**src/rtl/uart_pkg.sv**
```systemverilog
// Shared UART transmit-path definitions: byte width, serializer FSM states,
// and the counter-width helper used by word_serializer.
package uart_pkg;

    localparam int unsigned BYTE_W = 8;

    typedef enum logic {
        IDLE = 1'b0,
        SEND = 1'b1
    } ser_state_t;

    // ceil(log2(n)) with a floor of 1 so a one-byte word still has a counter bit
    function automatic int unsigned clog2_min1(input int unsigned n);
        int unsigned r;
        r = 0;
        for (int i = 0; i < 32; i++) begin
            if ((64'(1) << i) < 64'(n)) r = 32'(i + 1);
        end
        return (r == 0) ? 1 : r;
    endfunction

endpackage

```
**src/rtl/word_serializer_if.sv**
```systemverilog
// Handshake bundle for word_serializer.
//   ce                    : clock enable qualifying both handshakes
//   in_valid/in_ready     : word input handshake, in_word payload
//   out_valid/out_ready   : byte output handshake, out_byte payload
//   busy                  : a word is held or still being sent
// master = word producer / byte consumer side, slave = the serializer.
interface word_serializer_if
    import uart_pkg::*;
#(
    parameter int unsigned WORD_BYTES = 2
);
    logic                           ce;
    logic                           in_valid;
    logic                           in_ready;
    logic [BYTE_W*WORD_BYTES-1:0]   in_word;
    logic                           out_valid;
    logic                           out_ready;
    logic [BYTE_W-1:0]              out_byte;
    logic                           busy;

    modport master (
        output ce, in_valid, in_word, out_ready,
        input  in_ready, out_valid, out_byte, busy
    );

    modport slave (
        input  ce, in_valid, in_word, out_ready,
        output in_ready, out_valid, out_byte, busy
    );
endinterface

```
**src/rtl/word_hold_reg.sv**
```systemverilog
// One-entry valid/ready holding register.
//   i_ce               : clock enable; nothing moves while low
//   i_valid/o_ready    : write side; o_ready is registered (!full)
//   o_valid/i_ready    : read side; o_valid is the full flag
//   i_data/o_data      : payload
module word_hold_reg #(
    parameter int unsigned WIDTH = 8
) (
    input  logic             clk,
    input  logic             rst,
    input  logic             i_ce,
    input  logic             i_valid,
    output logic             o_ready,
    input  logic [WIDTH-1:0] i_data,
    output logic             o_valid,
    input  logic             i_ready,
    output logic [WIDTH-1:0] o_data
);
    logic             r_full;
    logic [WIDTH-1:0] r_data;

    // A full entry must drain before it can refill, keeping o_ready registered
    always_ff @(posedge clk or posedge rst) begin
        if (rst) begin
            r_full <= 1'b0;
            r_data <= '0;
        end else if (i_ce) begin
            if (r_full) begin
                if (i_ready) r_full <= 1'b0;
            end else if (i_valid) begin
                r_full <= 1'b1;
                r_data <= i_data;
            end
        end
    end

    assign o_ready = ~r_full;
    assign o_valid = r_full;
    assign o_data  = r_data;
endmodule

```
**src/rtl/word_serializer.sv**
```systemverilog
// Word-to-byte serializer for the UART transmit path.
//   clk, rst : clock and asynchronous active-high reset
//   bus      : word_serializer_if slave (ce, word in, byte out, busy)
// Parameters: WORD_BYTES (1..8) bytes per word, MSB_FIRST byte order.
// Build option WORD_SERIALIZER_SKID_EN adds a one-word holding register so
// in_ready is registered instead of combinational from out_ready.
module word_serializer
    import uart_pkg::*;
#(
    parameter int unsigned WORD_BYTES = 2,
    parameter bit          MSB_FIRST  = 1'b0
) (
    input  logic                    clk,
    input  logic                    rst,
    word_serializer_if.slave        bus
);
    localparam int unsigned WORD_W = BYTE_W * WORD_BYTES;
    localparam int unsigned CNT_W  = clog2_min1(WORD_BYTES);

    ser_state_t         r_state, w_state_nxt;
    logic [WORD_W-1:0]  r_shift, w_shift_nxt;
    logic [CNT_W-1:0]   r_cnt, w_cnt_nxt;

    logic               w_last;
    logic               w_out_hs;
    logic               w_load;
    logic [WORD_W-1:0]  w_src_word;
    logic [WORD_W-1:0]  w_shifted;

    assign w_last    = (r_cnt == CNT_W'(WORD_BYTES - 1));
    assign w_out_hs  = bus.out_valid & bus.out_ready & bus.ce;
    assign w_shifted = MSB_FIRST ? (r_shift << BYTE_W) : (r_shift >> BYTE_W);

`ifdef WORD_SERIALIZER_SKID_EN
    logic              w_take;
    logic              w_hold_push;
    logic              w_hold_valid;
    logic              w_hold_ready;
    logic [WORD_W-1:0] w_hold_word;

    // Serializer can take a new word this cycle
    assign w_take = bus.ce & ((r_state == IDLE) | (w_last & w_out_hs));
    // Empty hold plus a free serializer bypasses the hold so latency matches the plain build
    assign w_hold_push = bus.in_valid & ~(w_take & ~w_hold_valid);

    word_hold_reg #(
        .WIDTH (WORD_W)
    ) u_hold (
        .clk     (clk),
        .rst     (rst),
        .i_ce    (bus.ce),
        .i_valid (w_hold_push),
        .o_ready (w_hold_ready),
        .i_data  (bus.in_word),
        .o_valid (w_hold_valid),
        .i_ready (w_take),
        .o_data  (w_hold_word)
    );

    assign bus.in_ready = w_hold_ready;
    assign w_src_word   = w_hold_valid ? w_hold_word : bus.in_word;
    assign w_load       = w_take & (w_hold_valid | bus.in_valid);
    assign bus.busy     = (r_state == SEND) | w_hold_valid;
`else
    // Accept while idle, or when the last byte leaves this same cycle
    assign bus.in_ready = (r_state == IDLE) | (w_last & bus.out_ready);
    assign w_src_word   = bus.in_word;
    assign w_load       = bus.in_valid & bus.in_ready & bus.ce;
    assign bus.busy     = (r_state == SEND);
`endif

    // State and datapath registers
    always_ff @(posedge clk or posedge rst) begin
        if (rst) begin
            r_state <= IDLE;
            r_shift <= '0;
            r_cnt   <= '0;
        end else begin
            r_state <= w_state_nxt;
            r_shift <= w_shift_nxt;
            r_cnt   <= w_cnt_nxt;
        end
    end

    // Next-state: load, shift per accepted byte, reload or drain on the last byte
    always_comb begin
        w_state_nxt = r_state;
        w_shift_nxt = r_shift;
        w_cnt_nxt   = r_cnt;
        case (r_state)
            IDLE: begin
                if (w_load) begin
                    w_shift_nxt = w_src_word;
                    w_cnt_nxt   = '0;
                    w_state_nxt = SEND;
                end
            end
            SEND: begin
                if (w_out_hs) begin
                    if (w_last) begin
                        w_cnt_nxt = '0;
                        if (w_load) begin
                            w_shift_nxt = w_src_word;
                        end else begin
                            w_shift_nxt = w_shifted;
                            w_state_nxt = IDLE;
                        end
                    end else begin
                        w_shift_nxt = w_shifted;
                        w_cnt_nxt   = r_cnt + CNT_W'(1);
                    end
                end
            end
            default: w_state_nxt = IDLE;
        endcase
    end

    assign bus.out_valid = (r_state == SEND);
    assign bus.out_byte  = MSB_FIRST ? r_shift[WORD_W-1 -: BYTE_W] : r_shift[BYTE_W-1:0];
endmodule
```
**src/flat_wrapper.sv**
```systemverilog
// flat-port wrapper written by rule: the top's interface ports become plain ports
module word_serializer_flat import uart_pkg::*;
#(
    parameter int unsigned WORD_BYTES = 2,
    parameter bit          MSB_FIRST  = 1'b0
)
  (clk, rst, bus_ce, bus_in_valid, bus_in_word, bus_out_ready, bus_in_ready, bus_out_valid, bus_out_byte, bus_busy);
  word_serializer_if #(.WORD_BYTES(WORD_BYTES)) bus_i ();
  input  logic clk;
  input  logic rst;
  input wire logic [$bits(bus_i.ce)-1:0] bus_ce;
  input wire logic [$bits(bus_i.in_valid)-1:0] bus_in_valid;
  input wire logic [$bits(bus_i.in_word)-1:0] bus_in_word;
  input wire logic [$bits(bus_i.out_ready)-1:0] bus_out_ready;
  output wire logic [$bits(bus_i.in_ready)-1:0] bus_in_ready;
  output wire logic [$bits(bus_i.out_valid)-1:0] bus_out_valid;
  output wire logic [$bits(bus_i.out_byte)-1:0] bus_out_byte;
  output wire logic [$bits(bus_i.busy)-1:0] bus_busy;
  assign bus_i.ce = bus_ce;
  assign bus_i.in_valid = bus_in_valid;
  assign bus_i.in_word = bus_in_word;
  assign bus_i.out_ready = bus_out_ready;
  assign bus_in_ready = bus_i.in_ready;
  assign bus_out_valid = bus_i.out_valid;
  assign bus_out_byte = bus_i.out_byte;
  assign bus_busy = bus_i.busy;
  word_serializer #(.WORD_BYTES(WORD_BYTES), .MSB_FIRST(MSB_FIRST)) u_core (.clk(clk), .rst(rst), .bus(bus_i));
endmodule
```
**config.mk**
```make
export PLATFORM = sky130hd
export DESIGN_NAME = word_serializer_flat
export DESIGN_NICKNAME = d
export VERILOG_FILES = /design/src/rtl/uart_pkg.sv /design/src/rtl/word_serializer_if.sv /design/src/rtl/word_hold_reg.sv /design/src/rtl/word_serializer.sv /design/src/flat_wrapper.sv
export SDC_FILE = /design/constraint.sdc
export NUM_CORES = 1
export LEC_CHECK = 0
export CAP_MARGIN = 20
export CORE_MARGIN = 2
export CORE_UTILIZATION = 25
export CTS_BUF_LIST = sky130_fd_sc_hd__clkbuf_8
export DETAILED_ROUTE_END_ITERATION = 12
export HOLD_SLACK_MARGIN = 0.1
export PLACE_DENSITY = 0.62
export SKIP_LAST_GASP = 1
export SLEW_MARGIN = 10
export SYNTH_ARGS = -nofsm -noshare
export SYNTH_HDL_FRONTEND = slang
export SYNTH_HIERARCHICAL = 1
export SYNTH_SLANG_ARGS = --single-unit
```
**constraint.sdc**
```tcl
create_clock -name clk -period 1.4 [get_ports clk]
set_input_delay 0.28 -clock clk [delete_from_list [all_inputs] [get_ports clk]]
set_output_delay 0.28 -clock clk [all_outputs]
set_load 0.01 [all_outputs]
```
Word level (Yosys, flattened, before mapping)
Index checks and enable logic that the tools add are counted.
Operators by class
  $add $sub $neg: 1
  bitwise operators: 7
  reduce and logical (&&, ||, !) cells: 1
  muxes and demuxes: 13
  equality and inequality tests: 2
Operators by type and width (number)
  2-to-1 mux 16 bit: 4
  case mux 16 bit (2 select lines): 1
  2-to-1 mux 1 bit: 6
  AND 1 bit: 5
  case mux 1 bit (2 select lines): 2
  != test 2 x 1 -> 1 bit (second input constant): 1
  != test 2 bit (second input constant): 1
  AND reduction 2 bit: 1
  adder 1 bit (second input constant): 1
  NOT 1 bit: 1
  OR 1 bit: 1
Storage, ports and cells
  register bits: 18
  logic and storage cells: 27

Longest topological paths before layout
Gate-level depths: netlist (run 1).
  depth after elaboration: 8
  depth in mapped cells: 4

Worst setup path before layout (run 1)
Ideal clock, no wire load.
  path type: register to register
  start: reg u_core.r_state (netlist: u_core/bus.busy)
  end: reg u_core.r_shift[10]
  cell stages (with the launch flop): 5
  arrival time: 1.266 ns
  data required time: 1.279 ns
  setup slack: 0.013 ns
  setup time: 0.121 ns
  cell sequence: dfrtp_1 -> buf_4 -> mux2_2 -> nand2_1 -> a22o_1
Between the ends
  word-level cells in the longest chain between the ends: 8
Ends and longest elaborated chain
  start, declared: RTL line word_serializer.sv:20  | ser_state_t r_state, w_state_nxt;
  start signal, assigned: RTL line word_serializer.sv:79  | r_state <= w_state_nxt;
  NOT 1 bit: RTL line word_serializer.sv:66, word_serializer.sv:90
  OR 1 bit: RTL line word_serializer.sv:66  | assign bus.in_ready = (r_state == IDLE) | (w_last & bus.out_ready);
  AND 1 bit (2 in a row): RTL line word_serializer.sv:68  | assign w_load = bus.in_valid & bus.in_ready & bus.ce;
  2-to-1 mux 16 bit: RTL line word_serializer.sv:102  | if (w_load) begin
  2-to-1 mux 16 bit: RTL line word_serializer.sv:100  | if (w_last) begin
  2-to-1 mux 16 bit: RTL line word_serializer.sv:99  | if (w_out_hs) begin
  case mux 16 bit (2 select lines): RTL line word_serializer.sv:90  | case (r_state)
  end signal, assigned: RTL line word_serializer.sv:80  | r_shift <= w_shift_nxt;
  end, declared: RTL line word_serializer.sv:21  | logic [WORD_W-1:0] r_shift, w_shift_nxt;
Several ways; a longest one is shown, not always the timed one. The select of a mux whose other input is x is not followed.
A chain may end at the register's enable or synchronous reset.

Worst setup path after layout (run 1)
  start: reg u_core.r_state (netlist: u_core/bus.busy)
  end: reg u_core.r_shift[5]
The elaborated chain is that of the path after synthesis.

==> impl_metrics.toml, run 1 <==
[setup_path]
cp_max_fo = 8
worst_setup_path_end_kind = "flop"
startpoint_type = "flop"
worstSetupPathType = "flop to flop"
cp.arrival_ns = 1.46
critical_path_required_ns = 1.51

[placement]
placed_area_mm2 = 0.00126
gp_congestion = 0.794
pre_cts_ws_ns = -0.401
dp.cells = 160
dpl.hpwl_mm = 1.66
io_buffer_count = 31

[floorplanning]
core_area_mm2 = 0.00342
die_w_um = 64.1
initial_core_util_pct = 26.4
die_area_mm2 = 0.00411
die_height_um = 64.1
rows = 21
boundaryPins = 32

[timing]
period_needed_ns = 1.35
fmax_mhz = 743
max_slew_margin_pct = 78.8
worst_pin_slew_ns = 0.317
tns_ns = 0
fin_crit_sh_pct = 96.2
setup_violations = 0
drv_slew = 0
fin_skew_ns = 0.00161
finalWorstSetupSlack_ns = 0.0533
finalHoldViolCount = 0

[detailed_routing]
drc = 0
antenna_left = 0
dr.first_iter.drc_count = 14
wl_per_cell_um = 12.8
totalWireLength_mm = 2.12
firstDrtPassIters = 4
via_per_inst = 4.66
vias = 774

[global_route]
track_usage_pct = 10.7
grt_start_max_net_pins = 19
antenna_found_initial = 0
grt_first_pass_wirelength_mm = 3.47
grt_pass1_vias = 773
overflow = 0

[synth]
yosys.area.top_type = "dfrtp_1"
synth_area_um2 = 903
synthXorXnorAreaFrac_pct = 0
synth-seq-cells = 18
synthAdderAreaFrac_pct = 0
muxShareOfSynthArea_pct = 2.35
synthTopCellsByArea = "dfrtp_1 50%, a22o_1 8.7%, buf_4 8.3%"
synth_cell_type_count = 16
syn_nets = 109
synth_top_area_share_pct = 49.9
avgSynthCellArea_um2 = 10.3
synth-compound-area-share_pct = 26.5
synth_simple_gate_area_share_pct = 10.5
syn_inst = 88
yosysSeqAreaShare_pct = 49.9
synth_top_family_by_area = "compound AO/OA/AOI/OAI gates"
ys_warn_count = 6

[power_and_ir_drop]
leakage_nw = 0.578
power_mw = 1.87
p_per_area_mw_per_mm2 = 1380
vdd_ir_drop_max_v = 0.000706

[cts]
clk_path_buf_depth = 2
root_buffer = "clkbuf_8"
clock_latency_ns = 0.24
cts.reportedPaths.clkPinSlew_ns = 0.06
htreeDepth = 1
cts_tree = "built"
cts_buffers = 3
numClockSinks = 18

[flow_run]
cap_viol_max_count = 0

[outcome]
status = "completed"

[final_layout]
fin_nets = 143
fin_cells = 166
nFillCells = 356
final_cell_mix = "17 x clkdlybuf4s50_1, 17 x dfrtp_1, 12 x dlygate4sd2_1"
area_delta_synth_final_pct = 50.4
antenna_cells = 0
drive_gt1_share_pct = 23.3
design_area_mm2 = 0.00136

[worst_hold_path]
worstHoldPathType = "input port to async pin"
-- path summary, 6_finish.rpt --
path / start / endpoint / slack [ns] / cells after the start
hold reg to reg: u_core/r_shift[15] / u_core/r_shift[15] / 0.52 / 1
min in group clk: bus_out_ready / u_core/r_cnt / 0.51 / 4
hold / removal: rst / u_core/r_shift[14] / 0.34 / 3
max in group asynchronous: rst / u_core/bus.busy / 0.84 / 3
setup reg to reg: u_core/bus.busy / u_core/r_shift[5] / 0.05 / 5
setup / recovery: u_core/bus.busy / u_core/r_shift[5] / 0.05 / 5
-- worst max-delay path, stage by stage (launching register included) --
cell and delay [ns]:
dfrtp_2 0.41, buf_6 0.13, mux2_4 0.32, buf_12 0.15, a21oi_1 0.14, a31oi_1 0.06
-- metal layers --
metal	wire (µm)	up-vias	global-route usage, %
met4	9	0	2.66
met5	0	-	0
met1	973	363	13.6
met2	1010	23	17.2
li1	-	386	-
met3	129	2	4.05
-- state kept, by name, summed over array words and instances (netlist names) --
name             cells
u_core/r_shift      16
u_core/r_cnt         1
u_core/bus.busy      1
-- cells in the mapped netlist --
cell type / n
a211oi_4: 1
a21oi_1: 8
a22o_1: 9
a31oi_1: 8
and4_1: 1
buf_4: 10
clkbuf_1: 3
dfrtp_1: 18
inv_1: 3
mux2_2: 1
mux2i_1: 1
nand2_1: 3
nand3_1: 10
nand4_4: 1
nor2_1: 1
o21ai_0: 10
-- cells by family (layout without fill, tap and decap cells) --
logic type / Yosys count / in the layout
buffers and inverters: 16 / 48
AO/OA/AOI/OAI: 36 / 36
multiplexers: 2 / 2
flip-flops: 18 / 18
AND/OR/NAND/NOR: 16 / 16
-- what timing repair did --
item | CTS | global route
endpoints found under the setup margin | 27 | 17
gates resized for setup | 21 | 11
pin swaps | 1 | 0
buffers inserted | 2 | 1
hold buffers | 0 | 0
-- where the power goes --
part	internal [mW]	total (mW)	switching (mW)
logic	0.395	0.755	0.360
registers	0.676	0.774	0.0976
clock network	0.190	0.344	0.154
-- per-stage QoR --
step	hold WS (ns)	utilization, %
finish	0.343	39.8
global route	0.357	39.8
CTS	0.350	38.8
detailed placement	0.498	36.8
global placement	0.494	36.8
floorplan	0.219	-
-- cell type report --
cell class / instances / area, µm² / area share [%]
Sequential cell: 18 / 452 / 33.2
Timing Repair Buffer: 42 / 399 / 29.4
Tap cell: 46 / 57.6 / 4.24
Multi-Input combinational cell: 54 / 398 / 29.3
Inverter: 3 / 11.3 / 0.829
Clock buffer: 3 / 41.3 / 3.04
(Power assumes the default switching activity.)
==> run 2: changes to the inputs <==
--- a/config.mk
+++ b/config.mk
@@ -5,14 +5,13 @@
 export SDC_FILE = /design/constraint.sdc
 export NUM_CORES = 1
 export LEC_CHECK = 0
-export CAP_MARGIN = 20
 export CORE_MARGIN = 2
 export CORE_UTILIZATION = 25
 export CTS_BUF_LIST = sky130_fd_sc_hd__clkbuf_8
 export DETAILED_ROUTE_END_ITERATION = 12
 export HOLD_SLACK_MARGIN = 0.1
 export PLACE_DENSITY = 0.62
-export SKIP_LAST_GASP = 1
+export RECOVER_POWER = 25
 export SLEW_MARGIN = 10
 export SYNTH_ARGS = -nofsm -noshare
 export SYNTH_HDL_FRONTEND = slang
==> run 2 against run 1 <==
Against the previous run: cell count is the same; clock skew shrank 0.00078 ns; global-route usage is essentially flat; sequential share of layout area shrank 0.12 points; register-to-register slack is essentially flat; final area grew 0.37%; routed wire length grew 0.38%; fmax shrank 0.76%; die area is the same; critical path depth is the same; sequential power is essentially flat; critical path type unchanged; critical endpoint unchanged; largest cell class unchanged; largest power group unchanged.
==> impl_metrics.toml, run 2 (same netlist as run 1, synthesis figures left out) <==
[cts]
root_buffer = "clkbuf_8"
numClockSinks = 18
clk_path_buf_depth = 2
cts_tree = "built"
ctsHoldBuffers = 0
cts_buffers = 3
cts.reportedPaths.clkPinSlew_ns = 0.06
htreeDepth = 1
clock_latency_ns = 0.24

[global_route]
grtUsageMet3_pct = 4.05
grt_use_met2_pct = 17.3
grt_pass1_vias = 779
antenna_found_initial = 0
track_usage_pct = 10.8
overflow = 0
grt_first_pass_wirelength_mm = 3.48
busiest_layer = "met2"
use_met1_pct = 13.6
grt_start_max_net_pins = 19

[setup_path]
worstReg2RegEnd = "u_core/r_shift[5]"
critical_path_required_ns = 1.51
cpMaxStageDelayCell = "dfrtp_2"
worstPathCellList = "buf_6 > mux2_4 > buf_12 > a21oi_1 > a31oi_1"
cp.arrival_ns = 1.47
cp_max_fo = 8
r2r_slack_ns = 0.04
reg2reg_from = "u_core/bus.busy"
r2r_cells = 5
cp_slowest_stage_delay_ns = 0.42
worst_setup_path_end_kind = "flop"
startpoint_type = "flop"
worstSetupPathType = "flop to flop"

[final_layout]
area_delta_synth_final_pct = 51.0
nFillCells = 354
layout_commonest_cell = "dfrtp_1"
fin_nets = 143
regMostFlops = "u_core/r_shift"
largest_reg_flops = 16
fin_cells = 166
drive_gt1_share_pct = 24.2
final_cell_mix = "17 x dfrtp_1, 16 x clkdlybuf4s50_1, 12 x dlygate4sd2_1"
antenna_cells = 0

[timing]
period_needed_ns = 1.36
drv_slew = 0
fmax_mhz = 737
setup_violations = 0
fin_crit_sh_pct = 96.9
whs_ns = 0.504
finalHoldViolCount = 0
worst_pin_slew_ns = 0.436
max_slew_margin_pct = 71.0
fin_skew_ns = 0.000830
finalWorstSetupSlack_ns = 0.0431

[placement]
gp_congestion = 0.794
io_buffer_count = 31
pre_cts_ws_ns = -0.401
dp.cells = 160
dpl.hpwl_mm = 1.66

[worst_hold_path]
holdPathStages = 4
worstHoldPathType = "input port to flop"
min_to = "u_core/r_cnt"
worstHoldStart = "bus_out_ready"

[floorplanning]
initial_core_util_pct = 26.4
die_area_mm2 = 0.00411
rows = 21
die_w_um = 64.1
die_height_um = 64.1
core_area_mm2 = 0.00342
boundaryPins = 32

[power_and_ir_drop]
leakage_nw = 0.571
vdd_ir_drop_max_v = 0.000705
p_per_area_mw_per_mm2 = 1380

[detailed_routing]
drc = 0
dr.first_iter.drc_count = 14
wl_per_cell_um = 12.8
firstDrtPassIters = 4
vias = 771
antenna_left = 0
via_per_inst = 4.64
totalWireLength_mm = 2.13

[outcome]
status = "completed"

[flow_run]
cap_viol_max_count = 0
==> run 2: cell count changes in the layout (fill, tap and decap cells not counted), sizes merged <==
cell / previous run / this run
buf: 11 / 10
clkbuf: 4 / 5
clkdlybuf4s50: 17 / 16
clkinvlp: 0 / 1
dlygate4sd3: 0 / 1
inv: 3 / 2
==> run 2: how the worst max path moves through the flow <==
| stage | startpoint | endpoint | slack [ns] | cells after the start |
|---|---|---|---|---|
| after detailed placement | bus_out_ready | u_core/r_shift[6] | -0.40 | 5 |
| after CTS | u_core/bus.busy | bus_in_ready | 0.008 | 3 |
| after floorplan | u_core/bus.busy | u_core/r_shift[10] | 0.01 | 4 |
| after global routing | u_core/bus.busy | u_core/r_shift[7] | -0.007 | 5 |
| final | u_core/bus.busy | u_core/r_shift[5] | 0.04 | 5 |
| after global placement | bus_out_ready | u_core/r_shift[5] | -0.31 | 5 |
==> run 2: stage by stage <==
| stage | util (%) | setup TNS, ns | cell area, µm² | total power [mW] |
|---|---|---|---|---|
| 2_1_floorplan | - | 0 | 903 | 1.25 |
| 3_3_place_gp | 36.8 | -5.25 | 1260 | 1.52 |
| 3_5_place_dp | 36.8 | -6.15 | 1260 | 1.54 |
| 4_1_cts | 38.9 | 0 | 1330 | 1.85 |
| 5_1_grt | 39.9 | -0.0142 | 1360 | 2.01 |
| 6_report | 39.9 | 0 | 1360 | 1.88 |
==> run 2: critical path, delay by kind of cell, from the launching register on <==
family / cells / cell delay (ns)
multiplexers: 1 / 0.32
flip-flops: 1 / 0.42
buffers and inverters: 2 / 0.29
AO/OA/AOI/OAI: 2 / 0.20
==> run 2: layout make-up <==
class                           instances  area, µm²  share of cell area [%]
Tap cell                               46       57.6                    4.22
Timing Repair Buffer                   42        400                    29.4
Sequential cell                        18        452                    33.1
Clock buffer                            3       41.3                    3.03
Inverter                                3       15.0                    1.10
Multi-Input combinational cell         54        398                    29.2
==> run 2: layer usage <==
layer / wire [µm] / part of all wire (%)
met5: 0 / 0
met4: 9 / 0.42
met3: 129 / 6.1
met2: 1030 / 48
met1: 961 / 45
==> run 2: where the power goes <==
part | switching (mW) | internal, mW | total [mW]
registers | 0.0985 | 0.676 | 0.775
logic | 0.367 | 0.400 | 0.767
clock network | 0.151 | 0.190 | 0.341
==> run 2: what timing repair did <==
item | in CTS | in global routing
setup buffers | 2 | 1
gates cloned | 0 | 0
setup endpoints to repair | 27 | 16
pin swaps | 1 | 1
gates resized for setup | 23 | 11
==> run 3: changes to the inputs <==
--- a/config.mk
+++ b/config.mk
@@ -5,12 +5,13 @@
 export SDC_FILE = /design/constraint.sdc
 export NUM_CORES = 1
 export LEC_CHECK = 0
+export ABC_AREA = 1
 export CORE_MARGIN = 2
 export CORE_UTILIZATION = 25
 export CTS_BUF_LIST = sky130_fd_sc_hd__clkbuf_8
 export DETAILED_ROUTE_END_ITERATION = 12
 export HOLD_SLACK_MARGIN = 0.1
-export PLACE_DENSITY = 0.62
+export PLACE_DENSITY = 0.61
 export RECOVER_POWER = 25
 export SLEW_MARGIN = 10
 export SYNTH_ARGS = -nofsm -noshare
==> run 3 against run 2 <==
Against the previous run: sequential cell count unchanged; utilization decreased by 2.8 points; synthesized cell count increased by 35%; first-iteration DRC count increased to 2.8 times the previous value; critical path type is now input port to flop; critical endpoint is now u_core/r_shift[1]; highest routed layer unchanged.
==> impl_metrics.toml, run 3 <==
[outcome]
status = "completed"

[setup_path]
worstSetupPathType = "input port to flop"
cp_max_fo = 8
reg2reg_from = "u_core/bus.busy"
r2r_cells = 7
worst_setup_path_end_kind = "flop"
r2r_slack_ns = 0.12
startpoint_type = "input port"
cp.arrival_ns = 1.45
critical_path_required_ns = 1.54
worstReg2RegEnd = "u_core/r_shift[6]"

[final_layout]
regMostFlops = "u_core/r_shift"
fin_nets = 173
area_delta_synth_final_pct = 39.8
final_cell_mix = "29 x nand3_1, 19 x clkdlybuf4s50_1, 19 x inv_1, 19 x nand2_1, 18 x dfrtp_1"
drive_gt1_share_pct = 16.6
layout_commonest_cell = "nand3_1"
design_area_mm2 = 0.00138
largest_reg_flops = 16
antenna_cells = 0

[detailed_routing]
totalWireLength_mm = 2.21
dr_wl_met2_mm = 1.06
dr.first_iter.drc_count = 39
antenna_left = 0
vias = 855
met3WireLength_um = 144
firstDrtPassIters = 4
via_per_inst = 4.30
wl_per_cell_um = 11.1
wl_met1_um = 980
drc = 0
routed.top_layer = "met4"

[placement]
gp_congestion = 0.729
placed_area_mm2 = 0.00133
dpl.hpwl_mm = 1.70
pre_cts_ws_ns = -0.298
io_buffer_count = 31

[worst_hold_path]
worstHoldStart = "u_core/r_shift[2]"
min_to = "u_core/r_shift[2]"
worstHoldPathType = "flop to flop"
holdPathStages = 2

[synth]
yosysSeqAreaShare_pct = 45.7
synthTopCellsByArea = "dfrtp_1 46%, nand3_1 15%, buf_4 7.6%"
async_reset_ff_share_pct = 100
ys_top_cells_by_count = "29 x nand3_1, 20 x nand2_1, 19 x inv_1, 18 x dfrtp_1, 10 x buf_4"
ys_warn_count = 6
avgSynthCellArea_um2 = 8.29
yosys.area.top_type = "dfrtp_1"
syn_inst = 119
synth_area_um2 = 986
synth_cell_type_count = 14
synth_edf_count = 0
synth-main-ff-cell = "dfrtp_1"
synth-seq-cells = 18
synth_top_area_share_pct = 45.7
syn_nets = 140
yosysMostFrequentCell = "nand3_1"

[cts]
root_buffer = "clkbuf_8"
clk_path_buf_depth = 2
cts_buffers = 3
htreeDepth = 1
ctsHoldBuffers = 0
cts_tree = "built"
cts.reportedPaths.clkPinSlew_ns = 0.07
clock_latency_ns = 0.25
numClockSinks = 18

[power_and_ir_drop]
p_per_area_mw_per_mm2 = 1670
vdd_ir_drop_max_v = 0.000375
leakage_nw = 0.724
power_mw = 2.30

[floorplanning]
die_area_mm2 = 0.00446
core_area_mm2 = 0.00372
initial_core_util_pct = 26.5
die_height_um = 66.8
die_w_um = 66.8
boundaryPins = 32
rows = 22

[timing]
max_slew_margin_pct = 70.2
worst_pin_slew_ns = 0.448
drv_slew = 0
finalWorstSetupSlack_ns = 0.0846
fmax_mhz = 760
rsz0062_at_grt = "no"
setup_violations = 0
finalHoldViolCount = 0
period_needed_ns = 1.32
fin_crit_sh_pct = 94.0
fin_skew_ns = 0.00135

[global_route]
grt_first_pass_wirelength_mm = 3.66
track_usage_pct = 11.1
antenna_found_initial = 0
grt_pass1_vias = 821
overflow = 0
grt_start_max_net_pins = 19

[flow_run]
cap_viol_max_count = 0
run 3: repair_timing:
action                                  CTS  global route
cloned                                    0             0
hold endpoints to repair                  0             0
gates resized for setup                  13             2
buffers inserted                          1             0
endpoints found under the setup margin   11             9
run 3: how the worst max path moves through the flow:
stage | startpoint | end | slack, ns | cells after the start
finish | bus_ce | u_core/r_shift[1] | 0.08 | 7
global route | bus_out_ready | u_core/r_shift[5] | 0.009 | 8
CTS | bus_out_ready | bus_in_ready | 0.01 | 4
detailed placement | bus_out_ready | bus_in_ready | -0.30 | 4
global placement | bus_out_ready | bus_in_ready | -0.30 | 4
floorplan | u_core/bus.busy | bus_in_ready | 0.20 | 3
run 3: layer usage:
layer  up-vias  GRT usage (%)
met5         -              0
met4         0           4.59
met3         2           2.70
met2        31           19.1
met1       386           13.1
li1        436              -
run 3: stage by stage:
step	hold WS (ns)	util [%]	instances	TNS (ns)
finish	0.501	37.1	199	0
detailed placement	0.495	35.9	194	-2.93
floorplan	0.219	-	119	0
global route	0.528	37.1	199	0
CTS	0.353	37.3	199	0
global placement	0.491	35.9	194	-2.12
run 3: layout make-up:
cell class	instances	area, µm²
clock buffers	4	55.1
fillers	388	2340
flip-flops and latches	18	450
inverters	20	80.1
multi-input cells	69	363
well taps	48	60.1
repair buffers	40	370
run 3: cells by family after synthesis:
logic type             after synthesis  synth area share, %
AOI/OAI and AO/OA                   10                 5.33
and+or+nand+nor                     59                 31.2
DFF                                 18                 45.7
buffers and inverters               32                 17.8
run 3: worst max-delay path: stages:
cell	delay [ns]
clkdlybuf4s50_1	0.55
nand2_2	0.13
nand2_2	0.10
buf_4	0.15
nand3_1	0.09
nand3_2	0.09
nand2_1	0.05
run 3: where the power goes:
group          internal (mW)  switching [mW]  total [mW]
Combinational          0.459           0.607        1.07
Clock                  0.249           0.163       0.412
Sequential             0.735          0.0857       0.821
